<file path="src/rtl/load_store_unit_if.sv">
// Data-bus handshake between the load/store unit (master) and a variable-latency memory (slave).
// The request side is held stable while bus_req is high; bus_rdata is valid in the bus_ack cycle.
interface load_store_unit_if;
  logic        bus_req;
  logic        bus_we;
  logic [31:0] bus_addr;
  logic [3:0]  bus_be;
  logic [31:0] bus_wdata;
  logic        bus_ack;
  logic [31:0] bus_rdata;

  modport master (
    output bus_req,
    output bus_we,
    output bus_addr,
    output bus_be,
    output bus_wdata,
    input  bus_ack,
    input  bus_rdata
  );

  modport slave (
    input  bus_req,
    input  bus_we,
    input  bus_addr,
    input  bus_be,
    input  bus_wdata,
    output bus_ack,
    output bus_rdata
  );
endinterface

</file>
<file path="src/rtl/load_store_unit.sv">
// Memory-stage load/store unit: byte enables, lane-replicated store data, load extension.
// Latency 2 cycles plus one per wait state; stall holds the pipeline while an access is in flight.
module load_store_unit #(
  parameter int unsigned TIMEOUT_CYCLES = 255
) (
  input  logic                    clk,
  input  logic                    rst_n,
  input  logic                    mem_read,
  input  logic                    mem_write,
  input  logic [2:0]              funct3,
  input  logic [31:0]             addr,
  input  logic [31:0]             wdata,
  output logic                    stall,
  output logic [31:0]             dmem_out,
  output logic                    fault,
  load_store_unit_if.master       bus
);

  typedef enum logic [1:0] {
    IDLE = 2'd0,
    REQ  = 2'd1,
    DONE = 2'd2
  } state_e;

  localparam int unsigned CW = (TIMEOUT_CYCLES > 1) ? $clog2(TIMEOUT_CYCLES) : 1;
  localparam logic [CW-1:0] TO_LAST = CW'(TIMEOUT_CYCLES - 1);
  localparam bit TO_EN = (TIMEOUT_CYCLES != 0);

  state_e        state_q;
  logic          bus_req_q;
  logic          bus_we_q;
  logic [31:0]   bus_addr_q;
  logic [3:0]    bus_be_q;
  logic [31:0]   bus_wdata_q;
  logic [2:0]    f3_q;
  logic [1:0]    lo_q;
  logic [31:0]   dmem_q;
  logic          fault_q;
  logic [CW-1:0] cnt_q;

  logic          op_vld;
  logic          f3_ok;
  logic          aligned;
  logic          op_ok;
  logic          op_bad;
  logic [3:0]    be_d;
  logic [31:0]   wdata_d;

  // funct3[1:0] encodes the access size for both the signed and unsigned load forms.
  always_comb begin
    op_vld  = mem_read | mem_write;
    f3_ok   = 1'b0;
    aligned = 1'b1;
    be_d    = 4'b1111;
    wdata_d = wdata;

    if (mem_write) begin
      f3_ok = (funct3 == 3'b000) || (funct3 == 3'b001) || (funct3 == 3'b010);
    end else begin
      f3_ok = (funct3 == 3'b000) || (funct3 == 3'b001) || (funct3 == 3'b010) ||
              (funct3 == 3'b100) || (funct3 == 3'b101);
    end

    case (funct3[1:0])
      2'b00: begin
        be_d    = 4'b0001 << addr[1:0];
        wdata_d = {4{wdata[7:0]}};
      end
      2'b01: begin
        aligned = ~addr[0];
        be_d    = 4'b0011 << {addr[1], 1'b0};
        wdata_d = {2{wdata[15:0]}};
      end
      default: begin
        aligned = (addr[1:0] == 2'b00);
        be_d    = 4'b1111;
        wdata_d = wdata;
      end
    endcase

    op_ok  = op_vld && !(mem_read && mem_write) && f3_ok && aligned;
    op_bad = op_vld && !op_ok;
  end

  function automatic logic [31:0] extend_load(input logic [2:0]  f3,
                                              input logic [1:0]  lo,
                                              input logic [31:0] rd);
    logic [7:0]  b;
    logic [15:0] h;
    logic [31:0] r;
    b = rd[8*lo +: 8];
    h = lo[1] ? rd[31:16] : rd[15:0];
    case (f3)
      3'b000:  r = {{24{b[7]}}, b};
      3'b100:  r = {24'h0, b};
      3'b001:  r = {{16{h[15]}}, h};
      3'b101:  r = {16'h0, h};
      default: r = rd;
    endcase
    return r;
  endfunction

  always_ff @(posedge clk or negedge rst_n) begin
    if (!rst_n) begin
      state_q     <= IDLE;
      bus_req_q   <= 1'b0;
      bus_we_q    <= 1'b0;
      bus_addr_q  <= 32'h0;
      bus_be_q    <= 4'h0;
      bus_wdata_q <= 32'h0;
      f3_q        <= 3'b000;
      lo_q        <= 2'b00;
      dmem_q      <= 32'h0;
      fault_q     <= 1'b0;
      cnt_q       <= '0;
    end else begin
      fault_q <= 1'b0;
      case (state_q)
        IDLE: begin
          if (op_ok) begin
            state_q     <= REQ;
            bus_req_q   <= 1'b1;
            bus_we_q    <= mem_write;
            bus_addr_q  <= {addr[31:2], 2'b00};
            bus_be_q    <= be_d;
            bus_wdata_q <= wdata_d;
            f3_q        <= funct3;
            lo_q        <= addr[1:0];
            cnt_q       <= '0;
          end else if (op_bad) begin
            fault_q <= 1'b1;
          end
        end
        REQ: begin
          // An ack in the last allowed cycle wins over the timeout.
          if (bus.bus_ack) begin
            state_q   <= DONE;
            bus_req_q <= 1'b0;
            if (!bus_we_q) begin
              dmem_q <= extend_load(f3_q, lo_q, bus.bus_rdata);
            end
          end else if (TO_EN && (cnt_q == TO_LAST)) begin
            state_q   <= DONE;
            bus_req_q <= 1'b0;
            fault_q   <= 1'b1;
            if (!bus_we_q) begin
              dmem_q <= 32'h0;
            end
          end else begin
            cnt_q <= cnt_q + CW'(1);
          end
        end
        DONE: begin
          state_q <= IDLE;
        end
        default: begin
          state_q   <= IDLE;
          bus_req_q <= 1'b0;
        end
      endcase
    end
  end

  // Gated by rst_n so the pipeline is released the moment reset asserts, even with an op on the inputs.
  assign stall = rst_n & ((state_q == REQ) | ((state_q == IDLE) & op_ok));

  assign dmem_out      = dmem_q;
  assign fault         = fault_q;
  assign bus.bus_req   = bus_req_q;
  assign bus.bus_we    = bus_we_q;
  assign bus.bus_addr  = bus_addr_q;
  assign bus.bus_be    = bus_be_q;
  assign bus.bus_wdata = bus_wdata_q;

endmodule
</file>
<file path="src/flat_wrapper.sv">
// flat-port wrapper written by rule: the top's interface ports become plain ports
module load_store_unit_flat 
#(
  parameter int unsigned TIMEOUT_CYCLES = 255
)
  (clk, rst_n, mem_read, mem_write, funct3, addr, wdata, stall, dmem_out, fault, bus_bus_req, bus_bus_we, bus_bus_addr, bus_bus_be, bus_bus_wdata, bus_bus_ack, bus_bus_rdata);
  load_store_unit_if bus_i ();
  input  logic clk;
  input  logic rst_n;
  input  logic mem_read;
  input  logic mem_write;
  input  logic [2:0] funct3;
  input  logic [31:0] addr;
  input  logic [31:0] wdata;
  output logic stall;
  output logic [31:0] dmem_out;
  output logic fault;
  output wire logic [$bits(bus_i.bus_req)-1:0] bus_bus_req;
  output wire logic [$bits(bus_i.bus_we)-1:0] bus_bus_we;
  output wire logic [$bits(bus_i.bus_addr)-1:0] bus_bus_addr;
  output wire logic [$bits(bus_i.bus_be)-1:0] bus_bus_be;
  output wire logic [$bits(bus_i.bus_wdata)-1:0] bus_bus_wdata;
  input wire logic [$bits(bus_i.bus_ack)-1:0] bus_bus_ack;
  input wire logic [$bits(bus_i.bus_rdata)-1:0] bus_bus_rdata;
  assign bus_bus_req = bus_i.bus_req;
  assign bus_bus_we = bus_i.bus_we;
  assign bus_bus_addr = bus_i.bus_addr;
  assign bus_bus_be = bus_i.bus_be;
  assign bus_bus_wdata = bus_i.bus_wdata;
  assign bus_i.bus_ack = bus_bus_ack;
  assign bus_i.bus_rdata = bus_bus_rdata;
  load_store_unit #(.TIMEOUT_CYCLES(TIMEOUT_CYCLES)) u_core (.clk(clk), .rst_n(rst_n), .mem_read(mem_read), .mem_write(mem_write), .funct3(funct3), .addr(addr), .wdata(wdata), .stall(stall), .dmem_out(dmem_out), .fault(fault), .bus(bus_i));
endmodule
</file>
<file path="config.mk">
export PLATFORM = sky130hd
export DESIGN_NAME = load_store_unit_flat
export DESIGN_NICKNAME = d
export VERILOG_FILES = /design/src/rtl/load_store_unit_if.sv /design/src/rtl/load_store_unit.sv /design/src/flat_wrapper.sv
export SDC_FILE = /design/constraint.sdc
export NUM_CORES = 1
export LEC_CHECK = 0
export CORE_ASPECT_RATIO = 0.5
export CORE_UTILIZATION = 50
export DETAILED_ROUTE_END_ITERATION = 6
export DONT_BUFFER_PORTS = 1
export GPL_TIMING_DRIVEN = 0
export PLACE_DENSITY = 0.7
export SYNTH_ARGS = -nofsm -noshare
export SYNTH_HDL_FRONTEND = slang
export SYNTH_SLANG_ARGS = --single-unit
</file>
<file path="constraint.sdc">
create_clock -name clk -period 2.3 [get_ports clk]
set_input_delay 0.345 -clock clk [delete_from_list [all_inputs] [get_ports clk]]
set_output_delay 0.345 -clock clk [all_outputs]
set_load 0.03 [all_outputs]
</file>
Yosys cells after proc, flatten, opt, wreduce, memory -nomap -nowiden:

Cells that the tools add are included.

* bits of input ports: 104
* bits in registers: 116
* output and inout bits: 104

* $add $sub $neg: 1
* bitwise logic cells: 7
* mux-type cells: 27
* reductions and logical operators: 23
* shifts and indexed selects: 3
* equal/unequal tests: 15

Operators by type and width (number)
* 32-bit two-way mux: 4
* 32-bit one-hot mux with 4 select lines: 1
* 32-bit one-hot mux with 2 select lines: 1
* 32-bit by 6-bit indexed part select with 8-bit output: 1
* 8-bit two-way mux: 3
* 16-bit two-way mux: 1
* 8-bit one-hot mux with 2 select lines: 1
* 3-bit equality test (second input constant): 4
* 8-bit by 1-bit adder with 8-bit output (second input constant): 1
* 8-bit equality test (second input constant): 1
* 1-bit two-way mux: 8
* 4-bit one-hot mux with 2 select lines: 1
* 3-bit by 1-bit equality test with 1-bit output (second input constant): 2
* 2-bit logical NOT: 3
* 3-bit logical NOT: 2
* 2-bit two-way mux: 3
* 3-bit AND reduction: 2
* 1-bit logical AND: 5
* 2-bit by 1-bit equality test with 1-bit output (second input constant): 2
* 1-bit logical OR: 4
* 2-bit inequality test (second input constant): 2
* 1-bit one-hot mux with 2 select lines: 2
* 2-bit one-hot mux with 2 select lines: 1
* 2-bit AND reduction: 2
* other kinds (13): 19

Logic depth before layout (Yosys ltp):

Gate-level depths: netlist of run 1.

* depth after elaboration: 13
* mapped depth: 7
* depth with buffers taken out: 6

Worst setup path before layout of run 1:

No wires, ideal clock.

* path kind: input to output
* from: input port mem_read
* to: output port stall
* cell stages on the path: 6
* path slack: 0.278 ns
* path buffers: 1
* data arrival time: 1.677 ns
* cells stage by stage: inv_1 > ha_1 > o211ai_1 > nor3_4 > buf_4 > o21a_1

* longest elaborated chain between the ends: 8

Ends and longest elaborated chain
* start: declaration: RTL line flat_wrapper.sv:10 `input logic mem_read;`
* 1-bit logical AND: RTL line load_store_unit.sv:81 `op_ok = op_vld && !(mem_read && mem_write) && f3_ok && aligned;`
* 1-bit logical NOT: RTL line load_store_unit.sv:81
* 1-bit logical AND (*) (3 in series): RTL line load_store_unit.sv:81
* 1-bit AND (*): RTL line load_store_unit.sv:165 `assign stall = rst_n & ((state_q == REQ) | ((state_q == IDLE) & op_ok));`
* 1-bit OR (*): RTL line load_store_unit.sv:165
* 1-bit AND (*): RTL line load_store_unit.sv:165
* end: declaration: RTL line flat_wrapper.sv:15 `output logic stall;`

Every way passes the cells marked *; elsewhere a longest branch is shown, timed or not.

Final worst setup path of run 1:

* from: register u_core.cnt_q[0]
* to: register u_core.dmem_q[6] (netlist: u_core.dmem_out[6])

* longest elaborated chain between the ends: 3

Ends and longest elaborated chain
* start: declaration: RTL line load_store_unit.sv:39 `logic [CW-1:0] cnt_q;`
* start signal: assignment: RTL line load_store_unit.sv:150 `cnt_q <= cnt_q + CW'(1);`
* 8-bit equality test: RTL line load_store_unit.sv:142 `end else if (TO_EN && (cnt_q == TO_LAST)) begin`
* 2-bit nonzero test (no line)
* 3-bit AND reduction (no line)
* end signal: assignment: RTL line load_store_unit.sv:140 `dmem_q <= extend_load(f3_q, lo_q, bus.bus_rdata);`
* end: declaration: RTL line load_store_unit.sv:37 `logic [31:0] dmem_q;`

No other way between the ends.
A chain may end at the register's enable or synchronous reset.

==> results.ini, run 1 <==
[detailed_routing]
ant_nets=0
first_iter_violations=178
post-route-drc-count=0
routedWlPerCell_um=22.06
viasPerCell=6.000
dr.pass1.iters=4
drt_wl_total_mm=13.11
routed-via-count=3564

[sta]
skew_ns=0.01145
tightest_slew_ns=0.8331
fin_crit_ns=2.126
final-max-slew-violation-count=0
max_slew_margin_pct=44.26
hold_ws_ns=-0.3552
rsz0062_at_grt=no
max_freq_mhz=470.4
hold_viol_final=116
setup_viol=0
finalCritPeriodShare_pct=92.43

[cts]
path_clk_slew_ns=0.06
clockBufferDepth=2
cts_sinks=116
cts_tree=yes
cts_made_buffers=17
htreeDepth=4
cts_root_buf=clkbuf_16
clk_latency_ns=0.39

[synthesis]
synth_top_area_share_pct=53.20
synth-simple-area-share_pct=5.710
synth_cells=422
synth_top_family_by_area=multiplexers
yosys_warnings=0
synth-main-ff-cell=dfrtp_1
synth_compound_area_share_pct=11.65
yosysTopAreaCell=dfrtp_1
ys_top_cells_by_area=dfrtp_1 53%, mux2_2 9.7%, mux2_1 9.5%
synth-seq-area-share_pct=53.20
synth_area_sq_um=5456
avgSynthCellArea_sq_um=12.93
synth_cell_types=48
synth-xor-area-share_pct=0.3210
synthMuxAreaShare_pct=23.96
yosys.area_share.adder_pct=0.6879
synth-edff-count=0
synthArstFlopShare_pct=100.0
ys_ff_latch=116

[global_routing]
grtUsageTotal_pct=23.30
grt_max_degree=118
grt_pass1_wl_mm=19.66
overflow=0
antenna_found_initial=0
grt_pass1_vias=3629

[floorplan]
io_pins=208
rows=26
core_sq_um=10410
dieArea_sq_um=11360
die_h_um=75.87
die_w_um=149.7
initial_core_util_pct=52.42

[final_layout]
nNetsFinal=550
fin_util_pct=59.80
final_area_sq_um=6225
antenna_cells=0
drive_above_1_share_pct=22.03
area_growth_pct=14.08

[pwr]
powerDensity_nw_per_um2=1447
peakVddDrop_mv=0.6323
p_leak_nw=2.673
p_total_mw=9.010

[setup_path]
required_ns=2.57
crit_fanout=10
worst_setup_path_end_kind=register
cp_data_arrival_time_ns=2.40
start_kind=register
critical_path_class=register to register

[outcome]
violations=hold timing
status=finished with violations

[run]
maxCapViolations=0

[placement]
place.gp.congestion=0.7928
placed_cell_area_sq_um=5635
dpl.hpwl_mm=9.358
io_buffer_count=0

[hold_path]
min_path_type=input pin to asynchronous set/reset pin

layout make-up:
cell class	count	area, sq um
Buffer	31	198.9
Tap cell	140	175.2
Multi-Input combinational cell	265	2317
Fill cell	868	4185
Inverter	11	41.29
Clock buffer	21	450.4
Timing Repair Buffer	1	7.507
Clock inverter	9	131.4
Sequential cell	116	2903
state kept, by name, summed over array words and instances, names as in the netlist, 2 cells and up:
signal / cells
u_core.lo_q: 2
u_core.bus.bus_addr: 30
u_core.state_q: 2
u_core.dmem_out: 32
u_core.bus.bus_be: 4
u_core.bus.bus_wdata: 32
u_core.cnt_q: 8
u_core.f3_q: 3
synthesized netlist by cell type, types with 2 or more instances:
cell type  number
inv_1          11
o31ai_1         3
o22ai_1         8
o21bai_1        2
nor2_1         13
a221o_1        16
a22o_1          2
or3_1           2
mux4_2          2
o21ai_0        27
nand2_1        10
mux2_1         46
buf_6           8
xor2_1          2
dfrtp_1       116
ha_1            3
o211ai_1        2
buf_4           4
nor3_1          3
a221oi_1        7
nand3_1         5
a32o_1          7
or4_1           2
mux2i_1        20
nand2b_1       11
a21oi_1         7
mux2_2         47
buf_2           5
clkbuf_1       12
layer usage:
layer  track usage [%]  vias to the layer above  routed length, um
li1                  -                     1604                  -
met1             29.13                     1794               5571
met2             37.65                      149               6115
met3             9.162                       17               1262
met4             7.744                        0                158
met5                 0                        -                  0
cell families (layout without fill, tap and decap cells):
group,Yosys count,in the layout
AND/OR/NAND/NOR,54,54
AO/OA/AOI/OAI,88,88
adder cells (fa/ha/maj),3,3
multiplexers,116,116
buffers and inverters,42,73
XOR/XNOR,2,2
other,1,2
flip-flops,116,116
final timing paths:
path	startpoint	to	slack (ns)	cells past startpoint
worst max-delay path	u_core.cnt_q[0]	u_core.dmem_out[6]	0.17	7
worst min-delay path	rst_n	u_core.bus.bus_addr[12]	-0.36	0
worst max register to register	u_core.cnt_q[0]	u_core.dmem_out[6]	0.17	7
worst min register to register	u_core.cnt_q[7]	u_core.cnt_q[7]	0.56	2
max in group asynchronous	rst_n	u_core.dmem_out[14]	2.50	0
min in group clk	addr[13]	u_core.bus.bus_addr[13]	0.08	1
worst max-delay path, cell delays in order (launching register included):
cell	delay, ns
dfrtp_1	0.45
inv_1	0.07
ha_1	0.19
nand3_1	0.18
nor2_1	0.08
o21ai_1	0.37
buf_2	0.31
mux2_2	0.36
cells in the final DEF, fill, tap and decap left out, drive strengths merged, types with 2 or more instances in the layout:
cell	n
inv	11
nor3	4
ha	3
o21ai	28
clkinv	3
mux2i	20
nor2	13
nand2	10
xor2	2
a221o	16
a32o	7
o31ai	3
o21bai	2
mux4	2
a221oi	7
o22ai	8
mux2	94
a22o	2
dfrtp	116
bufinv	3
or4	2
a21oi	8
nand2b	11
buf	19
o211ai	2
clkinvlp	3
nand3	5
or3	2
conb	2
clkbuf	34
power breakdown:
part / switching, mW / total, mW / internal [mW]
Sequential: 2.12 / 4.93 / 2.81
Clock: 0.903 / 2.62 / 1.72
Combinational: 0.649 / 1.46 / 0.812
Total: 3.67 / 9.01 / 5.34
through the flow:
| step | setup TNS [ns] | instances | hold slack, ns | worst slack, ns |
|---|---|---|---|---|
| 2_1_floorplan | 0 | 423 | 0.04941 | 0.2780 |
| 3_3_place_gp | 0 | 563 | 0.05120 | 0.01749 |
| 3_5_place_dp | -0.02513 | 563 | 0.05099 | -0.02513 |
| 4_1_cts | 0 | 594 | -0.3716 | 0.1525 |
| 5_1_grt | 0 | 594 | -0.3763 | 0.02434 |
| 6_report | 0 | 594 | -0.3552 | 0.1741 |
timing repair:
item | CTS | global route
hold endpoints to repair | 116 | 116
setup endpoints to repair | 1 | 0
resized for setup | 0 | 0
setup buffers | 1 | 0
Note: power is estimated with default switching activity, not from simulation.
==> run 2: changes to the inputs <==
CAP_MARGIN = 20   (was not set)
==> results of run 2 <==
Same layout as run 1: the final DEF is identical, and so are final timing and power.
